--- src/rtl/pdp_mem_arbiter.sv ---
// Arbiter for the single memory_pdp port between the IF (read-only) and EX (read/write) requesters.
// Ties go round-robin by default; define PDP_ARB_EX_PRIORITY_EN for fixed EX priority.
module pdp_mem_arbiter #(
    parameter int ADDR_WIDTH = 12,
    parameter int DATA_WIDTH = 12
) (
    input  logic                  clk,
    input  logic                  reset,

    input  logic                  if_rd_req,
    input  logic [ADDR_WIDTH-1:0] if_rd_addr,
    output logic                  if_gnt,
    output logic                  if_rd_valid,
    output logic [DATA_WIDTH-1:0] if_rd_data,

    input  logic                  ex_rd_req,
    input  logic                  ex_wr_req,
    input  logic [ADDR_WIDTH-1:0] ex_rd_addr,
    input  logic [ADDR_WIDTH-1:0] ex_wr_addr,
    input  logic [DATA_WIDTH-1:0] ex_wr_data,
    output logic                  ex_gnt,
    output logic                  ex_rd_valid,
    output logic [DATA_WIDTH-1:0] ex_rd_data,

    output logic                  mem_rd_req,
    output logic [ADDR_WIDTH-1:0] mem_rd_addr,
    input  logic [DATA_WIDTH-1:0] mem_rd_data,
    output logic                  mem_wr_req,
    output logic [ADDR_WIDTH-1:0] mem_wr_addr,
    output logic [DATA_WIDTH-1:0] mem_wr_data,

    output logic                  arb_busy,
    output logic [1:0]            state_dbg
);

    // Handshake: a requester holds its req until it sees a one-cycle gnt, then drops
    // it in the following cycle; requests are only sampled in IDLE, so a held req is
    // never granted twice. rd_valid is a one-cycle pulse with rd_data valid alongside.

    typedef enum logic [1:0] {
        ST_IDLE  = 2'd0,
        ST_ISSUE = 2'd1,
        ST_WAIT  = 2'd2,
        ST_RESP  = 2'd3
    } state_t;

    state_t state;
    logic   owner_ex;
    logic   op_wr;
    logic   if_pend;
    logic   ex_pend;
    logic   pick_ex;
    logic   pick_wr;

    assign if_pend = if_rd_req;
    assign ex_pend = ex_rd_req | ex_wr_req;

`ifdef PDP_ARB_EX_PRIORITY_EN
    assign pick_ex = ex_pend;
`else
    logic last_gnt_ex;

    // The requester that did not win last time takes a tie.
    assign pick_ex = ex_pend & (~if_pend | ~last_gnt_ex);
`endif

    // Within EX a pending write goes ahead of a pending read.
    assign pick_wr = pick_ex & ex_wr_req;

    assign state_dbg = state;

    always_ff @(posedge clk) begin
        if (reset) begin
            state       <= ST_IDLE;
            owner_ex    <= 1'b0;
            op_wr       <= 1'b0;
            if_gnt      <= 1'b0;
            ex_gnt      <= 1'b0;
            if_rd_valid <= 1'b0;
            ex_rd_valid <= 1'b0;
            if_rd_data  <= '0;
            ex_rd_data  <= '0;
            mem_rd_req  <= 1'b0;
            mem_rd_addr <= '0;
            mem_wr_req  <= 1'b0;
            mem_wr_addr <= '0;
            mem_wr_data <= '0;
            arb_busy    <= 1'b0;
`ifndef PDP_ARB_EX_PRIORITY_EN
            last_gnt_ex <= 1'b1;
`endif
        end else begin
            if_gnt      <= 1'b0;
            ex_gnt      <= 1'b0;
            if_rd_valid <= 1'b0;
            ex_rd_valid <= 1'b0;
            mem_rd_req  <= 1'b0;
            mem_wr_req  <= 1'b0;

            case (state)
                ST_IDLE: begin
                    if (if_pend || ex_pend) begin
                        owner_ex <= pick_ex;
                        op_wr    <= pick_wr;
                        state    <= ST_ISSUE;
                        arb_busy <= 1'b1;
`ifndef PDP_ARB_EX_PRIORITY_EN
                        last_gnt_ex <= pick_ex;
`endif
                        // Grant and strobe are launched together so they coincide in ISSUE.
                        if (pick_ex) begin
                            ex_gnt <= 1'b1;
                        end else begin
                            if_gnt <= 1'b1;
                        end
                        if (pick_wr) begin
                            mem_wr_req  <= 1'b1;
                            mem_wr_addr <= ex_wr_addr;
                            mem_wr_data <= ex_wr_data;
                        end else begin
                            mem_rd_req  <= 1'b1;
                            mem_rd_addr <= pick_ex ? ex_rd_addr : if_rd_addr;
                        end
                    end
                end

                ST_ISSUE: begin
                    if (op_wr) begin
                        state    <= ST_IDLE;
                        arb_busy <= 1'b0;
                    end else begin
                        state <= ST_WAIT;
                    end
                end

                ST_WAIT: begin
                    // Memory data is valid this cycle; only the owner's register changes.
                    if (owner_ex) begin
                        ex_rd_data  <= mem_rd_data;
                        ex_rd_valid <= 1'b1;
                    end else begin
                        if_rd_data  <= mem_rd_data;
                        if_rd_valid <= 1'b1;
                    end
                    state <= ST_RESP;
                end

                ST_RESP: begin
                    state    <= ST_IDLE;
                    arb_busy <= 1'b0;
                end

                default: begin
                    state    <= ST_IDLE;
                    arb_busy <= 1'b0;
                end
            endcase
        end
    end

endmodule

--- config.mk ---
export PLATFORM = sky130hd
export DESIGN_NAME = pdp_mem_arbiter
export DESIGN_NICKNAME = d
export VERILOG_FILES = /design/src/rtl/pdp_mem_arbiter.sv
export SDC_FILE = /design/constraint.sdc
export NUM_CORES = 1
export LEC_CHECK = 0
export ABC_AREA = 1
export ABC_CLOCK_PERIOD_IN_PS = 1500
export BUFFER_PORTS_ARGS = -buffer_cell sky130_fd_sc_hd__buf_2
export CORE_ASPECT_RATIO = 1.25
export CORE_UTILIZATION = 38
export DETAILED_ROUTE_END_ITERATION = 8
export GPL_TIMING_DRIVEN = 0
export PLACE_DENSITY_LB_ADDON = 0.05
export REMOVE_ABC_BUFFERS = 1
export SYNTH_ARGS = -nofsm -noshare
export SYNTH_HDL_FRONTEND = slang
export SYNTH_SLANG_ARGS = --single-unit
--- constraint.sdc ---
create_clock -name clk -period 1.5 [get_ports clk]
set_clock_uncertainty 0.1 [all_clocks]
set_input_delay 0.075 -clock clk [delete_from_list [all_inputs] [get_ports clk]]
set_output_delay 0.075 -clock clk [all_outputs]
set_load 0.02 [all_outputs]
* After elaboration in Yosys (flattened, before gate mapping) *
Index checks and enable logic that the tools add are counted.

operators by class
  equality and inequality tests = 5
  multiplexer cells = 13
  bitwise operators = 11
  reductions and logical operators = 11

operator list
  cell                                            number
  2-to-1 mux 12 bit                               1
  AND reduction 3 bit                             3
  2-to-1 mux 1 bit                                8
  one-hot mux 2 bit (4 select lines)              1
  inverter 1 bit                                  7
  AND reduction 2 bit                             3
  == test 2 bit (second input constant)           2
  2-to-1 mux 2 bit                                2
  != test 2 bit (second input constant)           2
  one-hot mux 1 bit (3 select lines)              1
  nonzero test 3 bit                              1
  OR reduction 3 bit                              1
  AND 1 bit                                       2
  == test 2 x 1 -> 1 bit (second input constant)  1
  logical NOT 2 bit                               1
  OR 1 bit                                        2
  OR reduction 2 bit                              1
  logical OR 1 bit                                1

storage, ports and cells
  flip-flop bits (word level) = 72
  bits of input ports = 65
  logic and storage cells = 56

* Depth between registers and ports, before layout *
Gate-level depths: netlist of run 1.

  word-level depth = 6
  depth in mapped cells = 8

* Worst setup path before layout of run 1 *
Ideal clock, no wire load.

  kind = register to register
  start = register with a tool-made name
  end = register if_rd_data[3]
  setup time = 0.132 ns
  arrival = 1.146 ns
  required time = 1.268 ns
  slack = 0.122 ns
  cell stages (with the launch flop) = 7
  buffers on the path = 1
  clock period less this slack = 1.378 ns
  cell sequence = dfxtp_1 -> inv_1 -> nor2_4 -> nand2_1 -> buf_2 -> nand2_1 -> a21oi_1

RTL lines
  element               RTL line  text
  to (signal assigned)  142       if_rd_data <= mem_rd_data;
  to (decl)             14        output logic [DATA_WIDTH-1:0] if_rd_data,

* Worst setup path in the final report of run 1 *
  start = register state[0] (netlist: state_dbg[0])
  end = register mem_wr_data[0]

on the way
  cells in the longest elaborated chain, start to end = 2

RTL lines
  element                               RTL line  text
  from (decl)                           47        state_t state;
  from (signal assigned)                74        state <= ST_IDLE;
  from (signal assigned)                105       state <= ST_ISSUE;
  from (signal assigned)                129       state <= ST_IDLE;
  logical NOT 2 bit                     100       case (state)
  AND reduction 3 bit (no source line)  -
  to (signal assigned)                  119       mem_wr_data <= ex_wr_data;
  to (decl)                             30        output logic [DATA_WIDTH-1:0] mem_wr_data,

No other way between the ends.
A chain may end at the register's enable or synchronous reset.

==> results of run 1 <==
path summary, 6_finish.rpt:
check	end	cells after the start	slack, ps	startpoint
setup reg to reg	mem_wr_data[0]$_SDFFE_PP0P_	6	100	state_dbg[0]$_SDFFE_PP0P_
hold / removal	mem_rd_req$_SDFF_PP0_	4	50	ex_wr_req
setup / recovery	mem_wr_data[0]$_SDFFE_PP0P_	6	100	state_dbg[0]$_SDFFE_PP0P_
hold reg to reg	ex_rd_data[0]$_SDFFE_PP0P_	2	360	ex_rd_data[0]$_SDFFE_PP0P_
timing repair:
action | 4_1_cts | 5_1_grt
setup buffers | 7 | 1
resized for setup | 11 | 5
hold buffers | 60 | 0
gates cloned | 3 | 0
endpoints found under the hold margin | 60 | 0
endpoints found under the setup margin | 71 | 22
pin swaps | 4 | 1
stage by stage:
| step | power (mW) | setup WS (ps) | setup TNS (ps) | util, % | std cells |
|---|---|---|---|---|---|
| floorplan | 2.61 | -112 | -3980 | - | 331 |
| global placement | 2.93 | -572 | -31640 | 48.4 | 554 |
| detailed placement | 2.93 | -603 | -31410 | 48.4 | 554 |
| CTS | 4.81 | 7.72 | 0 | 62.0 | 640 |
| global route | 5.02 | -10.3 | -13.7 | 62.5 | 641 |
| finish | 4.78 | 99.3 | 0 | 62.5 | 641 |
worst max-delay path, stage by stage (launching register included):
cell and delay [ps]:
dfxtp_1 500, inv_2 80, nand2_2 160, nor2_4 60
buf_4 180, o21ai_0 170, nor2_1 50
kinds of logic after synthesis:
family	count (synthesis)	synth area share (%)
simple gates	195	30.6
flops	72	53.2
compound gates	54	10.1
buf+inv	32	6.18
registers in the layout, indices dropped and copies added (netlist names), 12 cells and up, named ones only:
| signal | count |
|---|---|
| ex_rd_data | 12 |
| if_rd_data | 12 |
| mem_rd_addr | 12 |
| mem_wr_addr | 12 |
| mem_wr_data | 12 |
report_power, final:
| group | switching, mW | internal, mW |
|---|---|---|
| Combinational | 0.567 | 0.403 |
| Sequential | 0.0814 | 2.05 |
| Clock | 0.706 | 0.973 |
| Total | 1.35 | 3.43 |
routing by layer:
metal  track usage (%)  part of all wire, %  vias up
met4              11.9                  2.1        0
met2              37.9                   49      109
met1              25.2                   43     1348
li1                  -                    -     1531
met5                 0                    0        -
met3              4.60                  5.5       15
cell usage after synthesis:
cell	instances
inv_2	2
nand3_1	49
o21ai_0	24
dfxtp_1	72
o211ai_1	1
inv_1	8
clkbuf_1	4
nand2_1	83
nor2_2	1
nor2_4	3
nand3_2	1
nand2_2	2
o21ai_1	2
a21oi_1	27
buf_2	11
nor2_1	56
buf_1	1
buf_6	3
buf_4	3
area by class of cell:
type,instances,area share [%]
clock inverter,6,1.90
tap,90,2.60
inverter,10,1.10
clock buffer,10,3.17
sequential,72,33.3
timing repair inverter,1,0.173
multi-input combinational,251,26.6
timing repair buffer,201,31.2
==> results.md, run 1 <==
- Pin count of the biggest net entering global routing: 33
- WL/cell: between 10 and 15 um
- Crit Path Category: reg -> reg
- Post-synth top area share: 53.2%
- Synth Warn #: 0
- Antenna Nets Post-Route: 0
- Net count, final: between 600 and 700
- DRT Pass-1 Iters: 6
- First-iteration detailed-routing DRC count: 60
- RSZ-0062 raised after global routing: true
- Setup-failing EPs final: 0
- Starting Density: about two fifths
- Die Width: just under 80 um
- Placed Area: around 3400 sq um
- Commonest non-fill, non-tap cell in the layout: buf_2
- Tmin final: 1400 ps
- WP data required: between 1500 and 2000 ps
- FF/Latch Area: about 1400 sq um
- Root Driver: clkbuf_8
- Final-layout fill cell count: roughly 630
- Worst setup SP type: register
- Hold Path Class: in -> reg
- Area Overhead vs Synth: 59.9%
- Final WL: approximately 8000 um
- Average vias per placed instance: 4.68
- Post-Layout Inst Area: 4340 sq um
- Tot GR Track Use: 21.8%
- DP Wirelength: about 4600 um
- Lkg Pwr: between 2 and 2.5 nW
- FMAX: 0.714 GHz
- Avg Cell Area, Syn: 7.68 sq um
- Distinct cell type count after synthesis: 19
- Die height: 96.4 um
- Mapped Cells: 353
- Worst-skew pair later-pin latency: approximately 330 ps
- Initial antenna violation count: 0
- Relative slew slack: a little under three quarters
- Inserted Clock Buffers: 9
- Register area share after synthesis: 53.2%
- Vias: 3,003
- # Max-Cap Violations: 0
- Share of post-route cells with drive strength above 1: about 32%
- I/O pins: roughly 130
- Slew Viols, Final: 0
- Global route overflow: 0
- Vias in the first global route: between 2,000 and 3,000
- Post-synthesis register bit count: 72
- I/O Buffers: ~130
- Row cnt: 34
- Clock transition at path regs: roughly 80 ps
- Fin crit share: between 90% and 100%
- Top cells by area, synth: dfxtp_1 (53%), nand2_1 (11%), nand3_1 (9.0%), nor2_1 (7.8%), a21oi_1 (5.0%)
- Maximum clock path buffer count: 2
- Area occupied by multi-input gates: 1150 sq um
- Core area: 6930 sq um
- Hold WS: around 46 ps
- Cell Pwr Density: between 1000 and 1500 nW/um^2
- Die area: 7480 sq um
- Ant diodes: 0
- Mapped Area: about 2700 sq um
- GP Congestion: around 0.71
- VDD IR max: 843 uV
- CTS H-Tree Depth: 3
- Sink Count: just over 70
- CP max FO: 12
- Worst-Margin Slew: roughly 420 ps
- CTS tree: done
- Commonest non-fill, non-tap cells in the layout: buf_2 (132), nand2_1 (79), dfxtp_1 (71), dlygate4sd3_1 (60), nor2_1 (56)
- First-pass GRT wire length: ~13,000 um
- Final Hold Fails: 0
- Drc violations: 0
- Dominant cell type by area after synthesis: dfxtp_1
- Endpoint type of the worst setup path: register
- Status: completed
- Data arrival, critical path: approximately 1500 ps
Power figures use the tool's default switching activity.
==> inputs of run 2 (changes only) <==
--- a/config.mk
+++ b/config.mk
@@ -5,7 +5,7 @@
 export SDC_FILE = /design/constraint.sdc
 export NUM_CORES = 1
 export LEC_CHECK = 0
-export ABC_AREA = 1
+export ABC_AREA = 0
 export ABC_CLOCK_PERIOD_IN_PS = 1500
 export BUFFER_PORTS_ARGS = -buffer_cell sky130_fd_sc_hd__buf_2
 export CORE_ASPECT_RATIO = 1.25
==> run 2 against run 1 <==
Hold slack got worse by 32 ps. Critical path depth fell by 3. Clock power fell by 24%. Highest routed layer unchanged.
==> results.md, run 2 <==
- Clock transition at path regs: 70 ps (about the same)
- # Max-Cap Violations: 0 (unchanged)
- Design Power: 4.43 mW (-7.4%)
- Top cells by area, synth: dfxtp_1 (50%), a21oi_1 (8.8%), a311oi_1 (7.0%), nand2_1 (6.5%), o21ai_0 (4.8%)
- First-iteration detailed-routing DRC count: 89 (+48%)
- Switch share: 30.8% (+2.5 points)
- Starting Density: 39.4% (+0.29 points)
- CP max FO: 14 (+2)
- FMAX: 0.684 GHz (-4.1%)
- Row cnt: 35 (+2.9%)
- Setup_tns: 0 ps (unchanged)
- Average vias per placed instance: 5.01 (+6.9%)
- Maximum clock path buffer count: 2 (unchanged)
- Net count, final: 552 (-9.7%)
- CTS tree: done
- WP data required: 1650 ps (+20 ps)
- Commonest non-fill, non-tap cells in the layout: buf_2 (133), dfxtp_1 (69), a21oi_1 (51), nand2_1 (50), dlygate4sd3_1 (46)
- Final WL: 8360 um (+4.5%)
- Share of post-route cells with drive strength above 1: 34.6% (+2.5 points)
- Gate power share: 23.1% (+2.8 points)
- RSZ-0062 raised after global routing: true
- Vias in the first global route: 2,749 (+0.77%)
- Dominant cell type by area after synthesis: dfxtp_1
- Sink Count: 72 (unchanged)
- DP Wirelength: 4690 um (+2.4%)
- Avg Cell Area, Syn: 9.00 sq um (+17%)
- Part of the power in registers: 48.2% (+3.6 points)
- Post-synth EDFFs: 0 (unchanged)
- I/O Buffers: 133 (unchanged)
- Worst-Margin Slew: 1360 ps (+938 ps)
- Top-count cell post-synth: dfxtp_1
- Post-synthesis register bit count: 72 (unchanged)
- Area Overhead vs Synth: 46.9%
- First-pass GRT wire length: 12,800 um (+0.87%)
- VDD IR max: 550 uV (-35%)
- Antenna Nets Post-Route: 0 (unchanged)
- Worst setup SP type: register
- DRT Pass-1 Iters: 4 (-2)
- Global route overflow: 0 (unchanged)
- Tmin final: 1460 ps (+60.5 ps)
- Endpoint type of the worst setup path: register
- Drc violations: 0 (unchanged)
- Tot GR Track Use: 20.5% (-1.4 points)
- Root Driver: clkbuf_8
- Internal Power: 3.06 mW (-11%)
- Crit Path Category: reg -> reg
- Die Width: 80.1 um (+3.3%)
- WL/cell: 14.3 um (+15%)
- GP Congestion: 0.696 (-2.5%)
- Fin util: 57.9% (-4.7 points)
- Lkg Pwr: 1.86 nW (-13%)
- Pin count of the biggest net entering global routing: 73 (+120%)
- Slew Viols, Final: 0 (unchanged)
- Data arrival, critical path: 1610 ps (+80 ps)
- Cell Pwr Density: 1040 nW/um^2 (-5.6%)
- Setup-failing EPs final: 0 (unchanged)
- Mapped Cells: 322 (-8.8%)
- Die height: 99.6 um (+3.3%)
- Die area: 7980 sq um (+6.7%)
- Post-synth top area share: 49.7% (-3.4 points)
- Vias: 2,920 (-2.8%)
- Hold WS: 13.3 ps (-32.3 ps)
- Synth Warn #: 0 (unchanged)
- Status: completed
- Fin crit share: 97.4% (+4.0 points)
- Sw Pwr: 1.36 mW (+0.65%)
- Final-layout fill cell count: 679 (+8.1%)
- CTS H-Tree Depth: 3 (unchanged)
- Hold Path Class: in -> reg
- I/O pins: 134 (unchanged)
- Mapped Area: 2900 sq um (+6.9%)
- Commonest non-fill, non-tap cell in the layout: buf_2
- Core area: 7360 sq um (+6.1%)
- Most used DFF post-synth: dfxtp_1
- Relative slew slack: 9.31% (-62 points)
- Top post-synthesis cells by count: dfxtp_1 (72), a21oi_1 (51), nand2_1 (50)
- Ant diodes: 0 (unchanged)
- Inserted Clock Buffers: 9 (unchanged)
- Initial antenna violation count: 0 (unchanged)
- Clk pwr share: 28.7% (-6.4 points)
- Distinct cell type count after synthesis: 29 (+10)
- Ys async rst share: 0% (unchanged)
- Worst-skew pair later-pin latency: 330 ps (about the same)
- Final Hold Fails: 0 (unchanged)
- Register area share after synthesis: 49.7% (-3.4 points)
==> run 2: cell types whose count changed after synthesis, moves of 3 or more <==
cell	change
a21oi_1	+24
a311oi_1	+23
clkbuf_1	+9
inv_1	-7
mux2i_1	+13
nand2_1	-33
nand3_1	-25
nor2_1	-50
nor2_4	-3
nor3_1	+4
o21ai_0	+4
==> run 2: repair_timing <==
item                                   CTS  global route
hold buffers                            46             0
cloned                                   0             2
pin swaps                                3             4
endpoints found under the hold margin   54             0
setup buffers                            4             0
resized for setup                       13             4
setup endpoints to repair               70            34
==> run 2: final cells by class <==
| type | instances | area [sq um] | share of cell area [%] |
|---|---|---|---|
| sequential | 72 | 1450 | 34.1 |
| multi-input combinational | 218 | 1330 | 31.3 |
| timing repair buffer | 185 | 1200 | 28.2 |
| inverter | 1 | 3.75 | 0.0882 |
| tap | 92 | 115 | 2.70 |
| clock inverter | 4 | 22.5 | 0.529 |
| clock buffer | 11 | 131 | 3.09 |
==> run 2: path summary, 6_finish.rpt <==
path	cells past startpoint	to	slack, ps	start
worst max-delay path	3	owner_ex$_SDFFE_PP0P_	40	state_dbg[0]$_SDFFE_PP0P_
worst min-delay path	3	mem_rd_addr[9]$_SDFFE_PP0P_	10	if_rd_addr[9]
worst max register to register	3	owner_ex$_SDFFE_PP0P_	40	state_dbg[0]$_SDFFE_PP0P_
worst min register to register	2	if_rd_data[6]$_SDFFE_PP0P_	350	if_rd_data[6]$_SDFFE_PP0P_
==> run 2: per-stage QoR <==
stage	std cells	setup WS (ps)	instance area (sq um)
2_1_floorplan	289	-1340	2710
4_1_cts	581	-34.4	4220
5_1_grt	583	-28.2	4260
3_3_place_gp	514	-2220	3490
6_report	583	38.8	4260
3_5_place_dp	516	-836	3530
==> run 2: power by group through the flow <==
| stage | sequential (mW) | combinational [mW] | clock, mW |
|---|---|---|---|
| floorplan | 2.31 | 0.355 | 0 |
| global placement | 2.16 | 0.856 | 0 |
| detailed placement | 2.16 | 0.884 | 0 |
| CTS | 2.13 | 1.01 | 1.32 |
| global route | 2.15 | 1.11 | 1.41 |
| finish | 2.13 | 1.02 | 1.27 |
==> run 2: critical path: stages (launching register included) <==
cell and delay [ps]:
dfxtp_4 410, or2_4 340, or3_4 400, a21oi_1 120
==> run 2: metal layers <==
layer	vias up	part of all wire (%)	global-route usage (%)
met4	0	1.9	10.2
li1	1485	-	-
met5	-	0	0
met1	1332	44	23.5
met3	13	4.9	4.31
met2	90	49	35.4
==> run 2: cell families after synthesis <==
kind of cell | synth area share (%)
AOI/OAI and AO/OA | 23.1
and+or+nand+nor | 16.1
DFF | 49.7
buffers and inverters | 6.56
muxes | 4.49
